File: config.mk
export PLATFORM = sky130hd
export DESIGN_NAME = shader_array_sequencer
export DESIGN_NICKNAME = d
export VERILOG_FILES = /design/src/rtl/gpu_pkg.sv /design/src/rtl/shader_array_sequencer_scanner.sv /design/src/rtl/shader_array_sequencer.sv
export SDC_FILE = /design/constraint.sdc
export NUM_CORES = 1
export LEC_CHECK = 0
export CAP_MARGIN = 20
export CORE_UTILIZATION = 30
export CTS_CLUSTER_SIZE = 14
export DETAILED_ROUTE_END_ITERATION = 6
export PLACE_DENSITY = 0.62
export SETUP_SLACK_MARGIN = 0.15
export SYNTH_ARGS = -nofsm -noshare
export SYNTH_HDL_FRONTEND = slang
export SYNTH_SLANG_ARGS = --single-unit
File: constraint.sdc
create_clock -name clock -period 2.3 [get_ports clock]
set_input_delay 0.345 -clock clock [delete_from_list [all_inputs] [get_ports clock]]
set_output_delay 0.345 -clock clock [all_outputs]
set_load 0.02 [all_outputs]
File: src/rtl/gpu_pkg.sv
// Shared types and default geometry for the shader array sequencer slice.
package gpu_pkg;

  localparam int unsigned DEF_ROWS         = 8;
  localparam int unsigned DEF_COLS         = 8;
  localparam int unsigned DEF_ROW_BITS     = 8;
  localparam int unsigned DEF_COL_BITS     = 8;
  localparam int unsigned DEF_COORD_BITS   = 8;
  localparam int unsigned DEF_PALETTE_BITS = 8;
  localparam int unsigned DEF_PIXEL_BITS   = 8;

  typedef enum logic [2:0] {
    ST_IDLE  = 3'd0,
    ST_FETCH = 3'd1,
    ST_RAST  = 3'd2,
    ST_RWAIT = 3'd3,
    ST_SHADE = 3'd4,
    ST_SWAIT = 3'd5,
    ST_READ  = 3'd6,
    ST_DONE  = 3'd7
  } seq_state_t;

endpackage

File: src/rtl/shader_array_sequencer_scanner.sv
// Raster-order row/col walker over the shared pixel bus with a one-deep
// valid/ready output register; idles at (0,0) with pix_* cleared while go is low.
module pixel_readout_scanner
  import gpu_pkg::*;
#(
  parameter int unsigned ROWS       = DEF_ROWS,
  parameter int unsigned COLS       = DEF_COLS,
  parameter int unsigned ROW_BITS   = DEF_ROW_BITS,
  parameter int unsigned COL_BITS   = DEF_COL_BITS,
  parameter int unsigned PIXEL_BITS = DEF_PIXEL_BITS
) (
  input  logic                  clock,
  input  logic                  reset_n,
  input  logic                  go,
  output logic                  done,
  output logic [ROW_BITS-1:0]   row,
  output logic [COL_BITS-1:0]   col,
  input  logic [PIXEL_BITS-1:0] pixel_in,
  output logic                  pix_valid,
  input  logic                  pix_ready,
  output logic [PIXEL_BITS-1:0] pix_data,
  output logic [ROW_BITS-1:0]   pix_row,
  output logic [COL_BITS-1:0]   pix_col,
  output logic                  pix_last
);

  localparam logic [ROW_BITS-1:0] ROW_MAX = ROW_BITS'(ROWS - 1);
  localparam logic [COL_BITS-1:0] COL_MAX = COL_BITS'(COLS - 1);

  logic [ROW_BITS-1:0]   row_r;
  logic [COL_BITS-1:0]   col_r;
  logic                  issued_all_r;
  logic                  pix_valid_r;
  logic [PIXEL_BITS-1:0] pix_data_r;
  logic [ROW_BITS-1:0]   pix_row_r;
  logic [COL_BITS-1:0]   pix_col_r;
  logic                  pix_last_r;

  logic at_end_s;
  logic hs_s;
  logic cap_s;
  logic done_s;

  // Handshake, capture and end-of-frame decode for the current cycle.
  always_comb begin
    at_end_s = 1'b0;
    hs_s     = 1'b0;
    cap_s    = 1'b0;
    done_s   = 1'b0;
    at_end_s = (row_r == ROW_MAX) && (col_r == COL_MAX);
    hs_s     = pix_valid_r && pix_ready;
    cap_s    = go && !issued_all_r && (!pix_valid_r || pix_ready);
    done_s   = go && hs_s && pix_last_r;
  end

  // Address counter and output register; a stalled pixel holds everything.
  always_ff @(posedge clock or negedge reset_n) begin
    if (!reset_n) begin
      row_r        <= '0;
      col_r        <= '0;
      issued_all_r <= 1'b0;
      pix_valid_r  <= 1'b0;
      pix_data_r   <= '0;
      pix_row_r    <= '0;
      pix_col_r    <= '0;
      pix_last_r   <= 1'b0;
    end else if (!go) begin
      row_r        <= '0;
      col_r        <= '0;
      issued_all_r <= 1'b0;
      pix_valid_r  <= 1'b0;
      pix_data_r   <= '0;
      pix_row_r    <= '0;
      pix_col_r    <= '0;
      pix_last_r   <= 1'b0;
    end else if (cap_s) begin
      pix_valid_r  <= 1'b1;
      pix_data_r   <= pixel_in;
      pix_row_r    <= row_r;
      pix_col_r    <= col_r;
      pix_last_r   <= at_end_s;
      issued_all_r <= at_end_s;
      if (col_r == COL_MAX) begin
        col_r <= '0;
        row_r <= (row_r == ROW_MAX) ? '0 : row_r + ROW_BITS'(1);
      end else begin
        col_r <= col_r + COL_BITS'(1);
      end
    end else if (hs_s) begin
      pix_valid_r <= 1'b0;
    end else begin
      pix_valid_r <= pix_valid_r;
    end
  end

  assign done      = done_s;
  assign row       = row_r;
  assign col       = col_r;
  assign pix_valid = pix_valid_r;
  assign pix_data  = pix_data_r;
  assign pix_row   = pix_row_r;
  assign pix_col   = pix_col_r;
  assign pix_last  = pix_last_r;

endmodule

File: src/rtl/shader_array_sequencer.sv
// Frame controller for the pixel shader array: broadcasts voxels, triggers
// shading, then streams every pixel out toward the framebuffer writer.
module shader_array_sequencer
  import gpu_pkg::*;
#(
  parameter int unsigned ROWS         = DEF_ROWS,
  parameter int unsigned COLS         = DEF_COLS,
  parameter int unsigned ROW_BITS     = DEF_ROW_BITS,
  parameter int unsigned COL_BITS     = DEF_COL_BITS,
  parameter int unsigned COORD_BITS   = DEF_COORD_BITS,
  parameter int unsigned PALETTE_BITS = DEF_PALETTE_BITS,
  parameter int unsigned PIXEL_BITS   = DEF_PIXEL_BITS
) (
  input  logic                    clock,
  input  logic                    reset_n,
  input  logic                    start,
  output logic                    busy,
  output logic                    frame_done,
  input  logic                    vox_valid,
  output logic                    vox_ready,
  input  logic                    vox_last,
  input  logic [COORD_BITS-1:0]   vox_x,
  input  logic [COORD_BITS-1:0]   vox_y,
  input  logic [COORD_BITS-1:0]   vox_z,
  input  logic [PALETTE_BITS-1:0] vox_id,
  output logic                    do_rasterize,
  output logic                    do_shade,
  output logic [COORD_BITS-1:0]   voxel_x,
  output logic [COORD_BITS-1:0]   voxel_y,
  output logic [COORD_BITS-1:0]   voxel_z,
  output logic [PALETTE_BITS-1:0] voxel_id,
  input  logic                    rast_done_all,
  input  logic                    shade_done_all,
  output logic [ROW_BITS-1:0]     row,
  output logic [COL_BITS-1:0]     col,
  input  logic [PIXEL_BITS-1:0]   pixel_in,
  output logic                    pix_valid,
  input  logic                    pix_ready,
  output logic [PIXEL_BITS-1:0]   pix_data,
  output logic [ROW_BITS-1:0]     pix_row,
  output logic [COL_BITS-1:0]     pix_col,
  output logic                    pix_last
);

  seq_state_t              state_r;
  logic                    busy_r;
  logic                    frame_done_r;
  logic                    vox_ready_r;
  logic                    do_rast_r;
  logic                    do_shade_r;
  logic [COORD_BITS-1:0]   voxel_x_r;
  logic [COORD_BITS-1:0]   voxel_y_r;
  logic [COORD_BITS-1:0]   voxel_z_r;
  logic [PALETTE_BITS-1:0] voxel_id_r;
  logic                    last_r;
  logic                    first_r;
  logic                    scan_go_s;
  logic                    scan_done_s;

  assign scan_go_s = (state_r == ST_READ);

  // Frame sequencing; first_r masks the done inputs in the first wait cycle
  // because the array's done flags may still reflect the previous command.
  always_ff @(posedge clock or negedge reset_n) begin
    if (!reset_n) begin
      state_r      <= ST_IDLE;
      busy_r       <= 1'b0;
      frame_done_r <= 1'b0;
      vox_ready_r  <= 1'b0;
      do_rast_r    <= 1'b0;
      do_shade_r   <= 1'b0;
      voxel_x_r    <= '0;
      voxel_y_r    <= '0;
      voxel_z_r    <= '0;
      voxel_id_r   <= '0;
      last_r       <= 1'b0;
      first_r      <= 1'b0;
    end else begin
      case (state_r)
        ST_IDLE: begin
          if (start) begin
            state_r     <= ST_FETCH;
            busy_r      <= 1'b1;
            vox_ready_r <= 1'b1;
          end
        end
        ST_FETCH: begin
          if (vox_valid && vox_ready_r) begin
            voxel_x_r   <= vox_x;
            voxel_y_r   <= vox_y;
            voxel_z_r   <= vox_z;
            voxel_id_r  <= vox_id;
            last_r      <= vox_last;
            vox_ready_r <= 1'b0;
            do_rast_r   <= 1'b1;
            state_r     <= ST_RAST;
          end
        end
        ST_RAST: begin
          do_rast_r <= 1'b0;
          first_r   <= 1'b1;
          state_r   <= ST_RWAIT;
        end
        ST_RWAIT: begin
          first_r <= 1'b0;
          if (!first_r && rast_done_all) begin
            if (last_r) begin
              do_shade_r <= 1'b1;
              state_r    <= ST_SHADE;
            end else begin
              vox_ready_r <= 1'b1;
              state_r     <= ST_FETCH;
            end
          end
        end
        ST_SHADE: begin
          do_shade_r <= 1'b0;
          first_r    <= 1'b1;
          state_r    <= ST_SWAIT;
        end
        ST_SWAIT: begin
          first_r <= 1'b0;
          if (!first_r && shade_done_all) begin
            state_r <= ST_READ;
          end
        end
        ST_READ: begin
          if (scan_done_s) begin
            busy_r       <= 1'b0;
            frame_done_r <= 1'b1;
            state_r      <= ST_DONE;
          end
        end
        ST_DONE: begin
          frame_done_r <= 1'b0;
          state_r      <= ST_IDLE;
        end
        default: begin
          state_r      <= ST_IDLE;
          busy_r       <= 1'b0;
          frame_done_r <= 1'b0;
          vox_ready_r  <= 1'b0;
          do_rast_r    <= 1'b0;
          do_shade_r   <= 1'b0;
          first_r      <= 1'b0;
        end
      endcase
    end
  end

  pixel_readout_scanner #(
    .ROWS       (ROWS),
    .COLS       (COLS),
    .ROW_BITS   (ROW_BITS),
    .COL_BITS   (COL_BITS),
    .PIXEL_BITS (PIXEL_BITS)
  ) u_scanner (
    .clock     (clock),
    .reset_n   (reset_n),
    .go        (scan_go_s),
    .done      (scan_done_s),
    .row       (row),
    .col       (col),
    .pixel_in  (pixel_in),
    .pix_valid (pix_valid),
    .pix_ready (pix_ready),
    .pix_data  (pix_data),
    .pix_row   (pix_row),
    .pix_col   (pix_col),
    .pix_last  (pix_last)
  );

  assign busy         = busy_r;
  assign frame_done   = frame_done_r;
  assign vox_ready    = vox_ready_r;
  assign do_rasterize = do_rast_r;
  assign do_shade     = do_shade_r;
  assign voxel_x      = voxel_x_r;
  assign voxel_y      = voxel_y_r;
  assign voxel_z      = voxel_z_r;
  assign voxel_id     = voxel_id_r;

endmodule
==> load_flow_metrics.sql, run 1 <==
INSERT INTO impl_metrics (metric_group, metric, value, unit) VALUES
('outcome', 'outcome', 'completed', ''),
('clocking', 'clock_tree.htree_level_count', '3', ''),
('floorplanning', 'chipHeight', '113', 'um'),
('floorplanning', 'core_area', '12000', 'sq um'),
('pwr', 'ir_drop', '0.642', 'mV'),
('floorplanning', 'die_area', '12800', 'sq um'),
('finish', 'antenna_cells', '0', ''),
('timing', 'grt_setup_unrepaired', 'true', ''),
('floorplanning', 'chipWidth', '113', 'um'),
('setup_path', 'startpoint_type', 'flop', ''),
('yosys', 'synth.largest_area_cell', 'dfrtp_1', ''),
('yosys', 'sequential_fraction_of_the_synthesis_area', '56.8', '%'),
('placed_design', 'placed_cells_incl_taps', '626', ''),
('pwr', 'power_density', '1000', 'nW/um^2'),
('timing', 'hold_viol', '0', ''),
('yosys', 'total_standard_cell_area_after_synthesis', '3700', 'sq um'),
('drt', 'drc', '0', ''),
('clocking', 'clockRootBuffer', 'clkbuf_16', ''),
('yosys', 'dominantRegCellSynth', 'dfrtp_1', ''),
('global_routing', 'grt_start_max_net_pins', '48', ''),
('setup_path', 'worst_ep_required_time', '2.56', 'ns'),
('placed_design', 'numPortBuffers', '126', ''),
('yosys', 'synth.most_common_cell', 'dfrtp_1', ''),
('hold_path', 'worst_hold_path.num_cells', '1', ''),
('yosys', 'synth_top_area_share', '56.8', '%'),
('setup_path', 'crit_type', 'reg2reg', ''),
('setup_path', 'r2r_start', 'u_scanner.col[6]$_DFFE_PN0P_', ''),
('timing', 'setup_viol', '0', ''),
('global_routing', 'number_of_global_route_vias_before_repair', '3222', ''),
('hold_path', 'hold_path_startpoint', 'voxel_id[1]$_DFFE_PN0P_', ''),
('placed_design', 'gp_routability_congestion', '0.789', ''),
('clocking', 'buffers_from_clock_root_to_sink_at_most', '2', ''),
('yosys', 'synthesis.instances', '349', ''),
('yosys', 'synth_cell_type_count', '42', ''),
('setup_path', 'worst_ep_arrival_time', '2.43', 'ns'),
('setup_path', 'critPathMaxFanout', '6', ''),
('drt', 'via_count', '3153', ''),
('setup_path', 'worst_r2r_path_cells', '4', ''),
('finish', 'syn2layout_area_growth', '52.4', '%'),
('drt', 'drt_wl_total', '9.38', 'mm'),
('yosys', 'synth_area_leaders', 'dfrtp_1, mux2_2, nand2_1', ''),
('finish', 'finish.net_count', '549', ''),
('timing', 'fmax', '0.463', 'GHz'),
('global_routing', 'grt_overflow_total', '0', ''),
('clocking', 'clk_pin_slew_worst_paths', '0.06', 'ns'),
('clocking', 'numCtsBuffers', '9', ''),
('hold_path', 'timing.hold.worst_endpoint', 'voxel_id[1]$_DFFE_PN0P_', ''),
('drt', 'wl_per_cell', '14.5', 'um'),
('timing', 'period_minus_slack', '2.16', 'ns'),
('yosys', 'syn-mean-instance-area', '10.6', 'sq um'),
('hold_path', 'worstHoldPathType', 'reg2reg', ''),
('setup_path', 'worst-r2r-setup-slack', '0.14', 'ns'),
('yosys', 'synth-edff-count', '0', ''),
('clocking', 'cts_num_sinks', '84', ''),
('setup_path', 'reg2reg_to', 'u_scanner.row[7]$_DFFE_PN0P_', ''),
('finish', 'drive_above_1_share', '16.8', '%'),
('global_routing', 'grt_first_pass_wirelength', '15.8', 'mm'),
('timing', 'worst_slew_pin_slew', '0.512', 'ns'),
('job', 'max_cap_violations', '0', ''),
('clocking', 'cts_tree', 'built', ''),
('finish', 'finalNonFillerCells', '646', ''),
('placed_design', 'hpwl', '6.53', 'mm'),
('drt', 'firstDrtPassIters', '4', ''),
('setup_path', 'critPathCaptureType', 'flop', ''),
('yosys', 'yosys_warnings', '0', ''),
('timing', 'final-max-slew-violation-count', '0', ''),
('global_routing', 'all_layer_gr_usage', '15.8', '%'),
('clocking', 'clock_latency', '0.34', 'ns'),
('yosys', 'synth.ff_latch_count', '84', ''),
('timing', 'worst_slew_margin_rel', '65.0', '%'),
('global_routing', 'grt_antenna_before_repair', '0', ''),
('floorplanning', 'pin_count', '127', ''),
('floorplanning', 'initial_utilization', '30.8', '%'),
('yosys', 'post_synth_most_frequent_cells', 'dfrtp_1, nand2_1, a21oi_1, mux2_2, clkbuf_1', ''),
('drt', 'antenna_left', '0', ''),
('drt', 'detailed_route_vias_per_instance', '4.88', ''),
('pwr', 'power_leakage', '2.34', 'nW'),
('timing', 'period_share', '94.0', '%'),
('floorplanning', 'rows', '40', ''),
('yosys', 'synth_nets', '403', ''),
('timing', 'sum_neg_setup_slack', '0', 'ns'),
('drt', 'drt_first_iter_violations', '143', ''),
('yosys', 'async_sr_flop_fraction', '100', '%'),
('timing', 'worst_clock_skew', '0.00699', 'ns');
## power by group
group,leakage (nW),total [mW],switching [mW],internal [mW]
registers,1.08,2.05,0.207,1.84
clock network,0.155,1.52,0.564,0.954
logic,1.10,2.09,0.992,1.10
total,2.34,5.66,1.76,3.90
## cells by family after synthesis
kind of cell	after synthesis	synth area share, %
flops	84	56.8
buf+inv	27	2.74
compound gates	73	11.6
fa+ha+maj	6	2.03
xor+xnor	2	0.473
simple gates	119	15.0
mux	38	11.4
## layer usage
metal	track usage [%]	share of wire, %	up-vias
met5	0	0	-
met4	8.42	2.3	0
met3	6.48	9.6	16
met2	24.0	45	118
met1	19.1	43	1502
li1	-	-	1517
## cell type report
type,count,area (sq um)
tap,147,184
timing repair buffer,151,1490
fill,1125,6370
sequential,84,2100
multi-input combinational,238,1510
clock buffer,14,284
clock inverter,1,30.0
inverter,11,41.3
## through the flow
stage	util, %	hold WS, ns	setup slack, ns	cell area, sq um	power (mW)
3_3_place_gp	43.9	0.346	0.0783	5280	4.14
6_report	47.0	0.503	0.139	5640	5.66
4_1_cts	46.9	0.507	0.146	5630	5.75
2_1_floorplan	-	0.0494	0.169	3710	3.18
5_1_grt	47.0	0.518	0.0906	5640	5.98
3_5_place_dp	43.9	0.352	0.0476	5280	4.18
## sequential cells by signal, indices dropped and copies added (netlist names), 3 cells and up
signal and count:
u_scanner.col 8, u_scanner.pix_col 8, u_scanner.pix_data 8, u_scanner.pix_row 8
u_scanner.row 8, voxel_id 8, voxel_x 8, voxel_y 8
voxel_z 8, state_r 3
## placed cells by master (no fill, tap or decap), types with 4 or more instances in the layout
master           Yosys  final
buf_4                0     22
mux2_2              34     34
o21ai_0             12     12
clkbuf_8             0      4
mux2i_1              4      4
inv_1               11     11
o31ai_1              4      4
clkdlybuf4s50_1      0    125
nand3_1              9      9
dfrtp_1             84     82
clkbuf_16            0      9
a21oi_1             40     39
or3_1                4      4
nor2_1              12     11
nand2_1             68     67
ha_1                 6      6
o211ai_1             5      5
## worst max path at each step
stage	endpoint	depth (start not counted)	from
2_1_floorplan	u_scanner.row[0]$_DFFE_PN0P_	4	u_scanner.col[6]$_DFFE_PN0P_
3_3_place_gp	u_scanner.row[2]$_DFFE_PN0P_	6	pix_ready
3_5_place_dp	u_scanner.row[2]$_DFFE_PN0P_	6	pix_ready
4_1_cts	u_scanner.row[2]$_DFFE_PN0P_	5	u_scanner.col[6]$_DFFE_PN0P_
5_1_grt	u_scanner.row[0]$_DFFE_PN0P_	4	u_scanner.col[6]$_DFFE_PN0P_
6_report	u_scanner.row[7]$_DFFE_PN0P_	4	u_scanner.col[6]$_DFFE_PN0P_
## critical path, stage by stage (launching register included)
cell,delay [ns]
dfrtp_2,0.41
or4_4,0.54
or4_4,0.49
a2111oi_2,0.42
mux2i_1,0.23
## repair_timing
| item | 4_1_cts | 5_1_grt |
|---|---|---|
| hold endpoints to repair | 37 | 0 |
| hold buffers | 1 | 0 |
| endpoints found under the setup margin | 3 | 8 |
| resized for setup | 0 | 4 |
| setup buffers | 4 | 0 |
Power figures use the tool's default switching activity.
==> run 2, diff against run 1 <==
--- a/config.mk
+++ b/config.mk
@@ -6,11 +6,12 @@
 export NUM_CORES = 1
 export LEC_CHECK = 0
 export CAP_MARGIN = 20
-export CORE_UTILIZATION = 30
+export CORE_UTILIZATION = 45
 export CTS_CLUSTER_SIZE = 14
 export DETAILED_ROUTE_END_ITERATION = 6
-export PLACE_DENSITY = 0.62
+export PLACE_DENSITY = 0.84
 export SETUP_SLACK_MARGIN = 0.15
+export SKIP_LAST_GASP = 1
 export SYNTH_ARGS = -nofsm -noshare
 export SYNTH_HDL_FRONTEND = slang
 export SYNTH_SLANG_ARGS = --single-unit
==> load_flow_metrics.sql, run 2 (synthesized netlist as in run 1, its figures left out) <==
INSERT INTO impl_metrics (metric_group, metric, value, unit) VALUES
('floorplanning', 'chipHeight', '92.7', 'um'),
('setup_path', 'worst-r2r-setup-slack', '0.09', 'ns'),
('hold_path', 'worst_hold_path.num_cells', '1', ''),
('global_routing', 'all_layer_gr_usage', '21.9', '%'),
('timing', 'period_minus_slack', '2.21', 'ns'),
('placed_design', 'numPortBuffers', '126', ''),
('floorplanning', 'rows', '32', ''),
('timing', 'grt_setup_unrepaired', 'true', ''),
('finish', 'finish.net_count', '544', ''),
('clocking', 'cts_tree', 'built', ''),
('global_routing', 'grt_overflow_total', '0', ''),
('global_routing', 'grt_start_max_net_pins', '43', ''),
('hold_path', 'worstHoldPathType', 'reg2reg', ''),
('timing', 'sum_neg_setup_slack', '0', 'ns'),
('finish', 'syn2layout_area_growth', '47.6', '%'),
('hold_path', 'timing.hold.worst_endpoint', 'voxel_y[6]$_DFFE_PN0P_', ''),
('clocking', 'cts_num_sinks', '84', ''),
('timing', 'fmax', '0.453', 'GHz'),
('clocking', 'clock_tree.htree_level_count', '3', ''),
('timing', 'worst_slew_pin_slew', '0.586', 'ns'),
('outcome', 'outcome', 'completed', ''),
('setup_path', 'worst_ep_required_time', '2.57', 'ns'),
('timing', 'worst_clock_skew', '0.00855', 'ns'),
('pwr', 'ir_drop', '0.649', 'mV'),
('hold_path', 'hold_path_startpoint', 'voxel_y[6]$_DFFE_PN0P_', ''),
('setup_path', 'worst_ep_arrival_time', '2.48', 'ns'),
('finish', 'drive_above_1_share', '16.0', '%'),
('floorplanning', 'core_area', '7850', 'sq um'),
('timing', 'final-max-slew-violation-count', '0', ''),
('timing', 'worst_slew_margin_rel', '60.9', '%'),
('timing', 'timing.final.ws_setup', '0.0929', 'ns'),
('clocking', 'clockRootBuffer', 'clkbuf_8', ''),
('floorplanning', 'die_area', '8600', 'sq um'),
('drt', 'wl_per_cell', '15.3', 'um'),
('clocking', 'numCtsBuffers', '9', ''),
('pwr', 'power_density', '986', 'nW/um^2'),
('floorplanning', 'chipWidth', '92.7', 'um'),
('setup_path', 'reg2reg_to', 'u_scanner.row[0]$_DFFE_PN0P_', ''),
('global_routing', 'number_of_global_route_vias_before_repair', '3180', ''),
('drt', 'firstDrtPassIters', '4', ''),
('drt', 'detailed_route_vias_per_instance', '5.46', ''),
('setup_path', 'critPathCaptureType', 'flop', ''),
('timing', 'period_share', '96.0', '%'),
('pwr', 'power_leakage', '2.26', 'nW'),
('setup_path', 'crit_type', 'reg2reg', ''),
('finish', 'antenna_cells', '0', ''),
('timing', 'setup_viol', '0', ''),
('drt', 'antenna_left', '0', ''),
('floorplanning', 'pin_count', '127', ''),
('setup_path', 'r2r_start', 'u_scanner.col[6]$_DFFE_PN0P_', ''),
('placed_design', 'detailedPlace.worstSlack', '0.0401', 'ns'),
('setup_path', 'critPathMaxFanout', '7', ''),
('global_routing', 'grt_first_pass_wirelength', '14.8', 'mm'),
('floorplanning', 'initial_utilization', '47.2', '%'),
('placed_design', 'gp_routability_congestion', '0.849', ''),
('job', 'max_cap_violations', '0', ''),
('drt', 'drt_first_iter_violations', '118', ''),
('clocking', 'clk_pin_slew_worst_paths', '0.08', 'ns'),
('drt', 'drt_wl_total', '9.15', 'mm'),
('setup_path', 'worst_r2r_path_cells', '4', ''),
('finish', 'layout_common_cells', 'clkdlybuf4s50_1, dfrtp_1, nand2_1', ''),
('clocking', 'buffers_from_clock_root_to_sink_at_most', '2', ''),
('placed_design', 'hpwl', '6.40', 'mm'),
('global_routing', 'grt_antenna_before_repair', '0', ''),
('clocking', 'clock_latency', '0.34', 'ns'),
('setup_path', 'startpoint_type', 'flop', ''),
('timing', 'hold_viol', '0', ''),
('drt', 'drc', '0', ''),
('finish', 'most_common_library_cell_in_the_layout_ignoring_fill_and_taps', 'clkdlybuf4s50_1', ''),
('drt', 'via_count', '3256', '');
run 2: changes by cell type in the layout (fill, tap and decap cells not counted), sizes merged:
cell / delta
bufinv: +2
clkinv: +2
clkbuf: -4
buf: -5
run 2: final cells by class:
cell class / count / area (sq um)
sequential: 84 / 2110
timing repair buffer: 146 / 1440
multi-input combinational: 238 / 1520
tap: 102 / 128
clock inverter: 5 / 100
fill: 595 / 2380
clock buffer: 10 / 138
inverter: 11 / 41.3
run 2: repair_timing:
action,CTS,global route
hold buffers,1,0
endpoints found under the hold margin,4,0
endpoints found under the setup margin,3,10
cloned,0,0
gates resized for setup,0,5
pin swaps,0,1
setup buffers,2,0
run 2: layer usage:
layer	track usage, %	vias up	routed length, um
li1	-	1499	-
met1	26.4	1598	3650
met2	37.0	147	4570
met3	7.39	12	807
met4	6.79	0	123
met5	0	-	0
run 2: metrics by stage:
stage	instance area [sq um]	instances	utilization [%]	hold slack, ns	power, mW
floorplan	3710	349	-	0.0494	3.18
detailed placement	5180	578	66.1	0.372	4.18
CTS	5450	596	69.4	0.511	5.44
global placement	5180	578	66.1	0.369	4.11
finish	5470	596	69.7	0.509	5.39
global route	5470	596	69.7	0.527	5.68
run 2: power by group:
part           leakage, nW  internal [mW]  switching, mW
registers             1.08           1.84          0.209
logic                 1.06           1.09           1.00
clock network        0.122          0.742          0.503
run 2: worst max-delay path: stages, from the launching register on:
cell and delay (ns):
dfrtp_2 0.41, or4_4 0.55, or4_4 0.50, or4b_1 0.52, a21oi_2 0.16
run 2: how the worst max path moves through the flow:
| stage | start | end | slack, ns | depth (start not counted) |
|---|---|---|---|---|
| global route | u_scanner.col[6]$_DFFE_PN0P_ | u_scanner.row[0]$_DFFE_PN0P_ | 0.03 | 4 |
| finish | u_scanner.col[6]$_DFFE_PN0P_ | u_scanner.row[0]$_DFFE_PN0P_ | 0.09 | 4 |
| global placement | pix_ready | u_scanner.row[2]$_DFFE_PN0P_ | 0.09 | 6 |
| detailed placement | pix_ready | u_scanner.row[0]$_DFFE_PN0P_ | 0.04 | 5 |
| CTS | u_scanner.col[6]$_DFFE_PN0P_ | u_scanner.row[0]$_DFFE_PN0P_ | 0.13 | 4 |
| floorplan | u_scanner.col[6]$_DFFE_PN0P_ | u_scanner.row[0]$_DFFE_PN0P_ | 0.17 | 4 |
==> run 3, diff against run 2 <==
--- a/config.mk
+++ b/config.mk
@@ -6,10 +6,11 @@
 export NUM_CORES = 1
 export LEC_CHECK = 0
 export CAP_MARGIN = 20
+export CORE_MARGIN = 2
 export CORE_UTILIZATION = 45
 export CTS_CLUSTER_SIZE = 14
 export DETAILED_ROUTE_END_ITERATION = 6
-export PLACE_DENSITY = 0.84
+export PLACE_DENSITY = 0.79
 export SETUP_SLACK_MARGIN = 0.15
 export SKIP_LAST_GASP = 1
 export SYNTH_ARGS = -nofsm -noshare
==> load_flow_metrics.sql, run 3 (synthesized netlist as in run 1, its figures left out) <==
INSERT INTO impl_metrics (metric_group, metric, value, unit) VALUES
('outcome', 'outcome', 'completed', ''),
('finish', 'most_common_library_cell_in_the_layout_ignoring_fill_and_taps', 'clkdlybuf4s50_1', ''),
('global_routing', 'grt_first_pass_wirelength', '14.7', 'mm'),
('finish', 'antenna_cells', '0', ''),
('timing', 'period_share', '93.9', '%'),
('clocking', 'cts_tree', 'built', ''),
('timing', 'worst_clock_skew', '0.0125', 'ns'),
('timing', 'final-max-slew-violation-count', '0', ''),
('floorplanning', 'die_area', '8970', 'sq um'),
('clocking', 'clock_latency', '0.35', 'ns'),
('floorplanning', 'initial_utilization', '45.8', '%'),
('clocking', 'clk_pin_slew_worst_paths', '0.09', 'ns'),
('global_routing', 'all_layer_gr_usage', '21.1', '%'),
('setup_path', 'worst_ep_arrival_time', '2.46', 'ns'),
('pwr', 'power_leakage', '2.26', 'nW'),
('clocking', 'clockRootBuffer', 'clkbuf_8', ''),
('placed_design', 'placed_cells_incl_taps', '581', ''),
('placed_design', 'gp_routability_congestion', '0.840', ''),
('pwr', 'post-layout-total-power', '5.23', 'mW'),
('drt', 'detailed_route_vias_per_instance', '5.30', ''),
('placed_design', 'numPortBuffers', '126', ''),
('timing', 'grt_setup_unrepaired', 'true', ''),
('finish', 'finalNonFillerCells', '603', ''),
('timing', 'timing.final.ws_setup', '0.141', 'ns'),
('placed_design', 'placed_cell_area', '5190', 'sq um'),
('finish', 'finish.net_count', '547', ''),
('drt', 'drt_wl_total', '9.26', 'mm'),
('drt', 'drt_first_iter_violations', '113', ''),
('timing', 'setup_viol', '0', ''),
('setup_path', 'worst_r2r_path_cells', '5', ''),
('placed_design', 'detailedPlace.worstSlack', '0.0403', 'ns'),
('pwr', 'intPower', '3.44', 'mW'),
('pwr', 'comb_power_share', '40.4', '%'),
('setup_path', 'reg2reg_to', 'u_scanner.row[2]$_DFFE_PN0P_', ''),
('drt', 'firstDrtPassIters', '4', ''),
('floorplanning', 'rows', '33', ''),
('pwr', 'power_frac_clock', '20.5', '%'),
('setup_path', 'critPathMaxFanout', '7', ''),
('pwr', 'ir_drop', '0.704', 'mV'),
('pwr', 'power.switching', '1.79', 'mW'),
('pwr', 'sw_frac_of_total', '34.1', '%'),
('floorplanning', 'chipHeight', '94.7', 'um'),
('timing', 'sum_neg_setup_slack', '0', 'ns'),
('clocking', 'buffers_from_clock_root_to_sink_at_most', '2', ''),
('clocking', 'numCtsBuffers', '9', ''),
('clocking', 'clock_tree.htree_level_count', '3', ''),
('timing', 'final.hold.worst_slack', '0.440', 'ns'),
('global_routing', 'grt_start_max_net_pins', '36', ''),
('drt', 'antenna_left', '0', ''),
('global_routing', 'number_of_global_route_vias_before_repair', '3092', ''),
('timing', 'worst_slew_pin_slew', '0.534', 'ns'),
('pwr', 'power_density', '959', 'nW/um^2'),
('finish', 'postLayoutCellArea', '5450', 'sq um'),
('setup_path', 'crit_type', 'reg2reg', ''),
('finish', 'syn2layout_area_growth', '47.3', '%'),
('setup_path', 'r2r_start', 'u_scanner.col[6]$_DFFE_PN0P_', ''),
('drt', 'via_count', '3195', ''),
('finish', 'post-route-util', '67.4', '%'),
('setup_path', 'worst_ep_required_time', '2.60', 'ns'),
('drt', 'drc', '0', ''),
('finish', 'drive_above_1_share', '16.3', '%'),
('timing', 'period_minus_slack', '2.16', 'ns'),
('pwr', 'sequentialPowerShare', '39.1', '%'),
('setup_path', 'critPathCaptureType', 'flop', ''),
('floorplanning', 'core_area', '8090', 'sq um'),
('global_routing', 'grt_antenna_before_repair', '0', ''),
('setup_path', 'worst-r2r-setup-slack', '0.14', 'ns'),
('clocking', 'cts_num_sinks', '84', ''),
('floorplanning', 'pin_count', '127', ''),
('timing', 'hold_viol', '0', ''),
('global_routing', 'grt_overflow_total', '0', ''),
('setup_path', 'startpoint_type', 'flop', ''),
('floorplanning', 'chipWidth', '94.7', 'um'),
('timing', 'fmax', '0.463', 'GHz'),
('finish', 'layout_common_cells', 'clkdlybuf4s50_1, dfrtp_1, nand2_1', ''),
('drt', 'wl_per_cell', '15.4', 'um'),
('job', 'max_cap_violations', '0', ''),
('hold_path', 'worstHoldPathType', 'in2async', ''),
('placed_design', 'hpwl', '6.57', 'mm'),
('timing', 'worst_slew_margin_rel', '63.5', '%');
[run 3: cell count changes in the layout (fill, tap and decap cells not counted), sizes merged]
cell and delta:
buf +3, inv +3, bufinv -2, clkbuf -1, clkinvlp +1
[run 3: critical path: stages (launching register included)]
cell     delay, ns
dfrtp_2       0.41
or4_4         0.55
or4_4         0.50
buf_6         0.16
or4_4         0.41
nand2_1       0.08
[run 3: power by group through the flow]
stage,sequential (mW),combinational (mW),clock (mW)
after floorplan,2.44,0.735,0
after global placement,2.05,2.07,0
after detailed placement,2.08,2.12,0
after CTS,2.05,2.13,1.10
after global routing,2.09,2.27,1.16
final,2.05,2.11,1.07
[run 3: final cells by class]
| class | instances | area (sq um) |
|---|---|---|
| tap | 105 | 131 |
| clock buffer | 9 | 124 |
| timing repair buffer | 149 | 1460 |
| sequential | 84 | 2100 |
| clock inverter | 7 | 73.8 |
| multi-input combinational | 238 | 1520 |
| fill | 648 | 2640 |
| inverter | 11 | 41.3 |
[run 3: worst max path at each step]
| stage | startpoint | to | slack (ns) | cells after the start |
|---|---|---|---|---|
| final | u_scanner.col[6]$_DFFE_PN0P_ | u_scanner.row[2]$_DFFE_PN0P_ | 0.14 | 5 |
| after global routing | u_scanner.col[6]$_DFFE_PN0P_ | u_scanner.row[7]$_DFFE_PN0P_ | 0.07 | 4 |
| after CTS | u_scanner.col[6]$_DFFE_PN0P_ | u_scanner.row[7]$_DFFE_PN0P_ | 0.12 | 4 |
| after detailed placement | pix_ready | u_scanner.row[7]$_DFFE_PN0P_ | 0.04 | 5 |
| after global placement | pix_ready | u_scanner.row[2]$_DFFE_PN0P_ | 0.10 | 6 |
| after floorplan | u_scanner.col[6]$_DFFE_PN0P_ | u_scanner.row[0]$_DFFE_PN0P_ | 0.17 | 4 |
[run 3: layer usage]
| metal | vias to the layer above | share of wire (%) | track usage (%) |
|---|---|---|---|
| li1 | 1512 | - | - |
| met5 | - | 0 | 0 |
| met4 | 0 | 1.7 | 7.49 |
| met1 | 1518 | 40 | 26.2 |
| met3 | 17 | 10 | 7.98 |
| met2 | 148 | 47 | 33.7 |
[run 3: timing repair]
| item | 4_1_cts | 5_1_grt |
|---|---|---|
| hold buffers | 1 | 0 |
| endpoints found under the setup margin | 3 | 6 |
| hold endpoints to repair | 25 | 0 |
| gates resized for setup | 1 | 3 |
| setup buffers | 3 | 2 |
